**src/rtl/sync_pkg.sv**
```systemverilog
// sync_pkg: state encoding, default geometry and a counter-width helper
// shared by the frame/row sync generator.
package sync_pkg;

  localparam int unsigned ROW_BITS_DEF    = 10;
  localparam int unsigned ACTIVE_ROWS_DEF = 240;

  typedef enum logic [1:0] {
    IDLE,
    SKIP,
    ACTIVE,
    DONE
  } sync_state_e;

  // Bits needed to hold 0..max_val, never less than one.
  function automatic int unsigned cnt_width(input int unsigned max_val);
    return (max_val < 1) ? 1 : $clog2(max_val + 1);
  endfunction

endpackage

```
**src/rtl/sync_delay_line.sv**
```systemverilog
// sync_delay_line: DEPTH-stage shift register with async active-low reset.
// Exposes the last tap and the tap one stage before it (the input itself
// when DEPTH is 1) so callers can see edges one cycle early.
module sync_delay_line #(
  parameter int unsigned WIDTH = 1,
  parameter int unsigned DEPTH = 2
) (
  input  logic             clk,
  input  logic             rst_n,
  input  logic [WIDTH-1:0] i_d,
  output logic [WIDTH-1:0] o_last,
  output logic [WIDTH-1:0] o_prev
);

  logic [WIDTH-1:0] r_sr [DEPTH];

  // Shift chain: stage 0 captures the input, each later stage its predecessor
  always_ff @(posedge clk or negedge rst_n) begin
    if (!rst_n) begin
      for (int unsigned i = 0; i < DEPTH; i++) r_sr[i] <= '0;
    end else begin
      r_sr[0] <= i_d;
      for (int unsigned i = 1; i < DEPTH; i++) r_sr[i] <= r_sr[i-1];
    end
  end

  assign o_last = r_sr[DEPTH-1];

  generate
    if (DEPTH > 1) begin : g_prev_tap
      assign o_prev = r_sr[DEPTH-2];
    end else begin : g_prev_in
      assign o_prev = i_d;
    end
  endgenerate

endmodule

```
**src/rtl/sync_frame_window_gen.sv**
```systemverilog
// sync_frame_window_gen: delays row sync by PIPE_DELAY clocks and opens a
// frame window after ROW_SKIP rows for ACTIVE_ROWS rows.
// Optional macro SYNC_RUNTIME_CFG_EN adds per-frame skip/row-count inputs
// sampled at frame start.
module sync_frame_window_gen
  import sync_pkg::*;
#(
  parameter int unsigned ROW_BITS    = ROW_BITS_DEF,
  parameter int unsigned PIPE_DELAY  = 2,
  parameter int unsigned ROW_SKIP    = 2,
  parameter int unsigned ACTIVE_ROWS = ACTIVE_ROWS_DEF
) (
  input  logic                clk,
  input  logic                reset_n,
  input  logic                vsync_in,
  input  logic                rsync_in,
  output logic                rsync_out,
  output logic                fsync_out,
  output logic [ROW_BITS-1:0] row_idx,
  output logic                frame_start,
  output logic                frame_done,
  output logic                err_short
`ifdef SYNC_RUNTIME_CFG_EN
  ,
  input  logic [ROW_BITS-1:0] row_skip_cfg,
  input  logic [ROW_BITS-1:0] active_rows_cfg
`endif
);

`ifdef SYNC_RUNTIME_CFG_EN
  localparam int unsigned SKIP_W = ROW_BITS;
`else
  localparam int unsigned SKIP_W = cnt_width(ROW_SKIP);
`endif

  logic w_v_last, w_v_prev, w_r_last, w_r_prev;
  logic w_v_fall, w_v_rise, w_r_fall, w_r_rise;

  logic [SKIP_W-1:0]   w_skip_tgt;
  logic [ROW_BITS-1:0] w_last_row;

  sync_state_e         r_state, w_state_nxt;
  logic [SKIP_W-1:0]   r_skip_cnt, w_skip_nxt;
  logic [ROW_BITS-1:0] r_row_idx, w_row_nxt;
  logic                r_fsync, w_fsync_nxt;
  logic                r_fstart, w_fstart_nxt;
  logic                r_fdone, w_fdone_nxt;
  logic                r_err, w_err_nxt;

  sync_delay_line #(.WIDTH(1), .DEPTH(PIPE_DELAY)) u_vsync_dly (
    .clk    (clk),
    .rst_n  (reset_n),
    .i_d    (vsync_in),
    .o_last (w_v_last),
    .o_prev (w_v_prev)
  );

  sync_delay_line #(.WIDTH(1), .DEPTH(PIPE_DELAY)) u_rsync_dly (
    .clk    (clk),
    .rst_n  (reset_n),
    .i_d    (rsync_in),
    .o_last (w_r_last),
    .o_prev (w_r_prev)
  );

  // Strobes fire the cycle before the delayed signal changes, so registered
  // outputs driven from them switch on the same edge as rsync_out.
  assign w_v_fall = w_v_last & ~w_v_prev;
  assign w_v_rise = ~w_v_last & w_v_prev;
  assign w_r_fall = w_r_last & ~w_r_prev;
  assign w_r_rise = ~w_r_last & w_r_prev;

`ifdef SYNC_RUNTIME_CFG_EN
  logic [SKIP_W-1:0]   r_skip_tgt;
  logic [ROW_BITS-1:0] r_last_row;

  // Latch this frame's geometry at frame start; a zero row count means one row
  always_ff @(posedge clk or negedge reset_n) begin
    if (!reset_n) begin
      r_skip_tgt <= SKIP_W'(ROW_SKIP);
      r_last_row <= ROW_BITS'(ACTIVE_ROWS - 1);
    end else if (w_fstart_nxt) begin
      r_skip_tgt <= row_skip_cfg;
      r_last_row <= (active_rows_cfg == '0) ? '0 : active_rows_cfg - ROW_BITS'(1);
    end
  end

  assign w_skip_tgt = r_skip_tgt;
  assign w_last_row = r_last_row;
`else
  assign w_skip_tgt = SKIP_W'(ROW_SKIP);
  assign w_last_row = ROW_BITS'(ACTIVE_ROWS - 1);
`endif

  // State, counters and output pulses
  always_ff @(posedge clk or negedge reset_n) begin
    if (!reset_n) begin
      r_state    <= IDLE;
      r_skip_cnt <= '0;
      r_row_idx  <= '0;
      r_fsync    <= 1'b0;
      r_fstart   <= 1'b0;
      r_fdone    <= 1'b0;
      r_err      <= 1'b0;
    end else begin
      r_state    <= w_state_nxt;
      r_skip_cnt <= w_skip_nxt;
      r_row_idx  <= w_row_nxt;
      r_fsync    <= w_fsync_nxt;
      r_fstart   <= w_fstart_nxt;
      r_fdone    <= w_fdone_nxt;
      r_err      <= w_err_nxt;
    end
  end

  // Next-state logic; vsync edges take priority over row edges in every state
  always_comb begin
    w_state_nxt  = r_state;
    w_skip_nxt   = r_skip_cnt;
    w_row_nxt    = r_row_idx;
    w_fsync_nxt  = r_fsync;
    w_fstart_nxt = 1'b0;
    w_fdone_nxt  = 1'b0;
    w_err_nxt    = 1'b0;
    unique case (r_state)
      IDLE: begin
        if (w_v_fall) begin
          w_fstart_nxt = 1'b1;
          w_skip_nxt   = '0;
          w_row_nxt    = '0;
          w_state_nxt  = SKIP;
        end
      end
      SKIP: begin
        if (w_v_rise) begin
          w_state_nxt = IDLE;
        end else if (w_r_rise && (r_skip_cnt >= w_skip_tgt)) begin
          w_fsync_nxt = 1'b1;
          w_row_nxt   = '0;
          w_state_nxt = ACTIVE;
        end else if (w_r_fall && (r_skip_cnt < w_skip_tgt)) begin
          w_skip_nxt = r_skip_cnt + SKIP_W'(1);
        end
      end
      ACTIVE: begin
        if (w_v_rise) begin
          w_fsync_nxt = 1'b0;
          w_err_nxt   = 1'b1;
          w_state_nxt = IDLE;
        end else if (w_r_fall) begin
          if (r_row_idx >= w_last_row) begin
            w_fsync_nxt = 1'b0;
            w_fdone_nxt = 1'b1;
            w_state_nxt = DONE;
          end else begin
            w_row_nxt = r_row_idx + ROW_BITS'(1);
          end
        end
      end
      DONE: begin
        if (w_v_rise) w_state_nxt = IDLE;
      end
      default: w_state_nxt = IDLE;
    endcase
  end

  assign rsync_out   = w_r_last;
  assign fsync_out   = r_fsync;
  assign row_idx     = r_row_idx;
  assign frame_start = r_fstart;
  assign frame_done  = r_fdone;
  assign err_short   = r_err;

endmodule

```
**config.mk**
```make
export PLATFORM = sky130hd
export DESIGN_NAME = sync_frame_window_gen
export DESIGN_NICKNAME = d
export VERILOG_FILES = /design/src/rtl/sync_pkg.sv /design/src/rtl/sync_delay_line.sv /design/src/rtl/sync_frame_window_gen.sv
export SDC_FILE = /design/constraint.sdc
export NUM_CORES = 1
export LEC_CHECK = 0
export BUFFER_PORTS_ARGS = -buffer_cell sky130_fd_sc_hd__buf_2
export CAP_MARGIN = 20
export CORE_ASPECT_RATIO = 0.5
export CORE_MARGIN = 3
export CORE_UTILIZATION = 29
export CTS_CLUSTER_SIZE = 10
export DETAILED_ROUTE_END_ITERATION = 8
export GPL_TIMING_DRIVEN = 0
export PLACE_DENSITY_LB_ADDON = 0.1
export SLEW_MARGIN = 5
export SYNTH_ARGS = -nofsm -noshare
export SYNTH_HDL_FRONTEND = slang
export SYNTH_SLANG_ARGS = --single-unit
export TNS_END_PERCENT = 10
```
**constraint.sdc**
```tcl
create_clock -name clk -period 2 [get_ports clk]
set_input_delay 0.4 -clock clk [delete_from_list [all_inputs] [get_ports clk]]
set_output_delay 0.4 -clock clk [all_outputs]
set_load 0.01 [all_outputs]
```
Yosys cells after proc, flatten, opt, wreduce, memory -nomap -nowiden

Index checks and enable logic that the tools add are counted.

Magnitude comparators: 3
Equal/unequal tests: 15
Bitwise gates (word level): 8
$add $sub $neg: 2
Reduce and logical (&&, ||, !) cells: 10
Multiplexer cells: 34

Operators with widths:

| operator              | number |
|---|---|
| $mux 10               | 6 |
| $pmux 10 s3           | 1 |
| $mux 2                | 11 |
| $ne 2x2->1 const B    | 9 |
| $reduce_and 5->1      | 3 |
| $mux 1                | 13 |
| $add 10x1->10 const B | 1 |
| $ge 10x8->1 const B   | 1 |
| $ne 3x3->1 const B    | 3 |
| $pmux 2 s4            | 1 |
| $reduce_and 7->1      | 1 |
| $and 1x1->1           | 4 |
| $eq 2x2->1 const B    | 2 |
| $not 1->1             | 4 |
| $pmux 2 s2            | 1 |
| $reduce_bool 2->1     | 2 |
| $reduce_bool 3->1     | 1 |
| $add 2x1->2 const B   | 1 |
| $eq 2x1->1 const B    | 1 |
| $ge 2x2->1 const B    | 1 |
| $logic_and 1x1->1     | 2 |
| $logic_not 2->1       | 1 |
| $lt 2x2->1 const B    | 1 |
| $pmux 1 s2            | 1 |

Output and inout port bits: 15
Bits in registers: 22
Bits of input ports: 4

Logic depth before layout (Yosys ltp)

Word-level depth: 7
Gate-level depth with buffers: 8
Mapped depth without buffers: 7

Cells and area by module

From an unflattened synthesis, not the netlist that was laid out.

Cell total of the unflattened synthesis: 108
Area, all modules: 1061.0 um2

By module, submodules not included:

| module                | cells each | instances | area an instance (um2) |
|---|---|---|---|
| sync_frame_window_gen | 104        | 1         | 960.9 |
| sync_delay_line       | 2          | 2         | 50.0 |

Worst setup path before layout

Ideal clock, no wire load.

Path type: register -> register
Start point: register r_skip_cnt[1]
End point: register r_row_idx[0] (netlist: row_idx[0])
Clock period less this slack: 1.814 ns
Stages on the path, launching flop included: 8
Data required time: 1.875 ns
Arrival: 1.690 ns
Setup time: 0.125 ns
Path slack: 0.186 ns
Cells stage by stage: dfrtp_1 -> ha_1 -> nor2_1 -> nor3_1 -> o32ai_2 -> buf_2 -> nor2_1 -> mux2_2

Longest elaborated chain between the ends: 4

RTL lines:

| what                       | line                         | RTL |
|---|---|---|
| from (decl)                | sync_frame_window_gen.sv:43  | `logic [SKIP_W-1:0] r_skip_cnt, w_skip_nxt;` |
| from (signal assigned)     | sync_frame_window_gen.sv:107 | `r_skip_cnt <= w_skip_nxt;` |
| $ge 2x2->1                 | sync_frame_window_gen.sv:137 | `end else if (w_r_rise && (r_skip_cnt >= w_skip_tgt)) begin` |
| $logic_and 1x1->1          | sync_frame_window_gen.sv:137 |  |
| $ne 2x2->1 (no line)       | n/a                          |  |
| $reduce_and 7->1 (no line) | n/a                          |  |
| to (signal assigned)       | sync_frame_window_gen.sv:108 | `r_row_idx <= w_row_nxt;` |
| to (decl)                  | sync_frame_window_gen.sv:44  | `logic [ROW_BITS-1:0] r_row_idx, w_row_nxt;` |

No other way between the ends.
A chain may end at the register's enable or synchronous reset.

Worst setup path in the final report

Start point: register r_state[0]
End point: register r_row_idx[5] (netlist: row_idx[5])

Longest elaborated chain between the ends: 3

RTL lines:

| what                                                             | line                         | RTL |
|---|---|---|
| from (decl)                                                      | sync_frame_window_gen.sv:42  | `sync_state_e r_state, w_state_nxt;` |
| from (signal assigned)                                           | sync_frame_window_gen.sv:106 | `r_state <= w_state_nxt;` |
| $eq 2x2->1, or another cell as far along                         | sync_frame_window_gen.sv:125 | `unique case (r_state)` |
| $ne 2x2->1 (no line) / $reduce_bool 3->1 (equally long branches) | n/a                          |  |
| $reduce_and 7->1 (no line)                                       | n/a                          |  |

Several ways; a longest one is shown, not always the timed one.

==> results.cfg <==
[synthesis]
synth_fa_ha_area_share_pct = 2.44
async_flop_share_pct = 100
synth_seq_area_share_pct = 53.6
syn_inst = 96
synthMuxAreaShare_pct = 2.07
synth_top_family_by_area = simple AND/OR/NAND/NOR gates
synthFlopType = dfrtp_1
synthXorXnorAreaFrac_pct = 0
synth-simple-area-share_pct = 23.8
synth.avg_cell_area_um2 = 10.7
synth_enable_flop_cells = 0
ys_warn_count = 0
synth-seq-cells = 22
yosysUniqueCellTypes = 36
synth_area_um2 = 1030
syn-num-nets = 102
synth_compound_area_share_pct = 15.8

[worst_setup_path]
r2r-start = r_state[0]
cp.arrival_ps = 2100
startpoint_type = flip-flop
worstPathRequired_ps = 2190
crit_type = flip-flop to flip-flop
crit_slowest_cell = or4_1
path_cells = or3b_4 > nor2_4 > o32ai_2 > or4_1 > a21oi_1
cp_top_family = simple AND/OR/NAND/NOR gates
rrSetupSlack_ps = 90
cp_num_buf_inv = 0
cp-startpoint = r_state[0]
max_stage_delay_ps = 520
crit_path_end_kind = flip-flop
crit_fanout = 8

[floorplan]
die_area_um2 = 4340
initial_utilization_pct = 32.2
num_rows = 14
coreArea_um2 = 3190
die_h_um = 48.1
die_w_um = 90.2
pin_count = 19

[timing]
timing.final.ws_setup_ps = 88.6
slew_violations = 0
holdWs_ps = 88.5
rsz0062_at_grt = yes
finalHoldViolations = 0
slew_headroom_pct = 66.6
setup_violations = 0
clock-skew-final_ps = 6.36
period_share_pct = 95.6
fmax_mhz = 523
tightest_slew_ps = 501
min_period_ps = 1910

[clock_network]
cts-root-buf = clkbuf_8
clk_latency_ps = 260
cts_tree = built
cts_hold_buf = 0
ctsLongestPathBuffers = 2
path_clk_slew_ps = 90
cts_max_level = 1
clkSinkCount = 22
cts_buffers = 3

[finish]
syn2layout_area_growth_pct = 26.6
post-route-util_pct = 40.8
seqCellArea_um2 = 552
nNetsFinal = 129
multi_input_area_um2 = 470
n_antenna_cell = 0
drive_above_1_share_pct = 30.3
fin_area_um2 = 1300
fill_cells = 336

[place]
dpl_cell_area_um2 = 1180
dp_hpwl_mm = 1.59
place_congestion = 0.709
portBuffers = 18
pre_cts_slack_ps = -109

[status]
status = finished, final reports clean

[detailed_routing]
drt_pre_antenna_iters = 4
wl_per_cell_um = 12.9
drt-initial-drc-count = 45
via_count = 809
final_antenna_net_count = 0
drc = 0
drt_wl_total_mm = 2.19
via_per_inst = 4.76

[grt]
grt_usage_pct = 11.5
grt_max_degree = 23
gr-total-overflow = 0
first_global_vias = 721
grt_pass1_wl_mm = 3.75
grt_antenna_before_repair = 0

[pwr]
pwr_density_cell_nw_per_um2 = 964
vdd_drop_max_v = 0.000351
leakage_uw = 0.000584
p_total_uw = 1250

[run]
cap_viol_max_count = 0

[min_path]
hp-class = input pin to asynchronous set/reset pin
-- registers in the layout, indices dropped and copies added (netlist names) --
signal and flops:
err_short 1, frame_done 1, frame_start 1, fsync_out 1, r_skip_cnt 2, r_state 2
row_idx 10, u_rsync_dly.o_last 1, u_rsync_dly.o_prev 1, u_vsync_dly.o_last 1, u_vsync_dly.o_prev 1
-- synthesized netlist by cell type, drive strengths merged (2+ instances only) --
master  count  area (um2)
a21oi       3        15.0
and2        2        12.5
buf         2        12.5
dfrtp      22         551
ha          2        25.0
inv         3        11.3
nand2       6        22.5
nand2b      5        31.3
nand3       3        15.0
nor2        8        37.5
nor2b       2        12.5
nor3        6        30.0
nor4        3        18.8
o21a        4        30.0
o21ai       4        20.0
o32ai       2        25.0
o41ai       2        17.5
or3         2        12.5
or4         2        15.0
-- worst register-to-register path, delay by kind of cell, from the launching register on --
| family | cells | cell delay (ps) |
|---|---|---|
| AO/OA/AOI/OAI | 2 | 290 |
| flip-flops | 1 | 460 |
| AND/OR/NAND/NOR | 3 | 1090 |
-- per-layer routing --
metal	wire, um	vias up	part of all wire [%]	track usage, %
met4	8	0	0.36	2.74
met3	114	2	5.2	4.40
met2	878	14	40	15.8
met5	0	-	0	0
met1	1190	390	54	16.8
li1	-	403	-	-
-- worst paths after layout --
kind                                 endpoint  depth (start not counted)
max in group asynchronous          r_state[0]                          1
hold reg to reg            u_rsync_dly.o_last                          0
min in group clk           u_vsync_dly.o_prev                          1
setup reg to reg                   row_idx[5]                          5
hold / removal                      err_short                          1
setup / recovery                   row_idx[5]                          5
-- layout by cell type, fill, tap and decap left out, types with 3 or more instances in the layout --
cell type,netlist,routed
a21oi_1,3,3
buf_2,1,18
buf_4,1,6
clkbuf_8,0,3
dfrtp_1,22,21
inv_1,3,3
nand2_1,6,6
nand2b_1,5,4
nand3_1,3,3
nor2_1,7,6
nor3_1,6,5
nor4_1,3,3
o21a_1,4,4
o21ai_1,3,3
-- final cells by class --
| type | count | area share, % |
|---|---|---|
| Sequential cell | 22 | 42.4 |
| Multi-Input combinational cell | 69 | 36.2 |
| Timing Repair Buffer | 22 | 9.24 |
| Tap cell | 48 | 4.62 |
| Clock buffer | 3 | 3.18 |
| Clock inverter | 1 | 2.31 |
| Buffer | 2 | 1.15 |
| Inverter | 3 | 0.866 |
-- logic make-up (layout without fill, tap and decap cells) --
logic type      Yosys count  in the layout
compound gates           22             22
flops                    22             22
simple gates             43             43
buf+inv                   5             31
fa+ha+maj                 2              2
mux                       2              2
-- report_power, final --
group	switching [uW]	total, uW	internal, uW
Clock	154	421	267
Combinational	155	291	136
Sequential	47.2	542	495
Total	356	1250	898
-- per-stage QoR --
step                      std cells  TNS (ps)
after floorplan                  96         0
after global placement          162      -129
after detailed placement        162      -137
after CTS                       169         0
after global routing            170     -27.9
final                           170         0
-- what timing repair did --
| item | 4_1_cts | 5_1_grt |
|---|---|---|
| buffers inserted | 3 | 1 |
| setup endpoints to repair | 4 | 7 |
| gates resized for setup | 2 | 5 |
| cloned | 0 | 0 |
| pin swaps | 1 | 2 |
(Power assumes the default switching activity.)
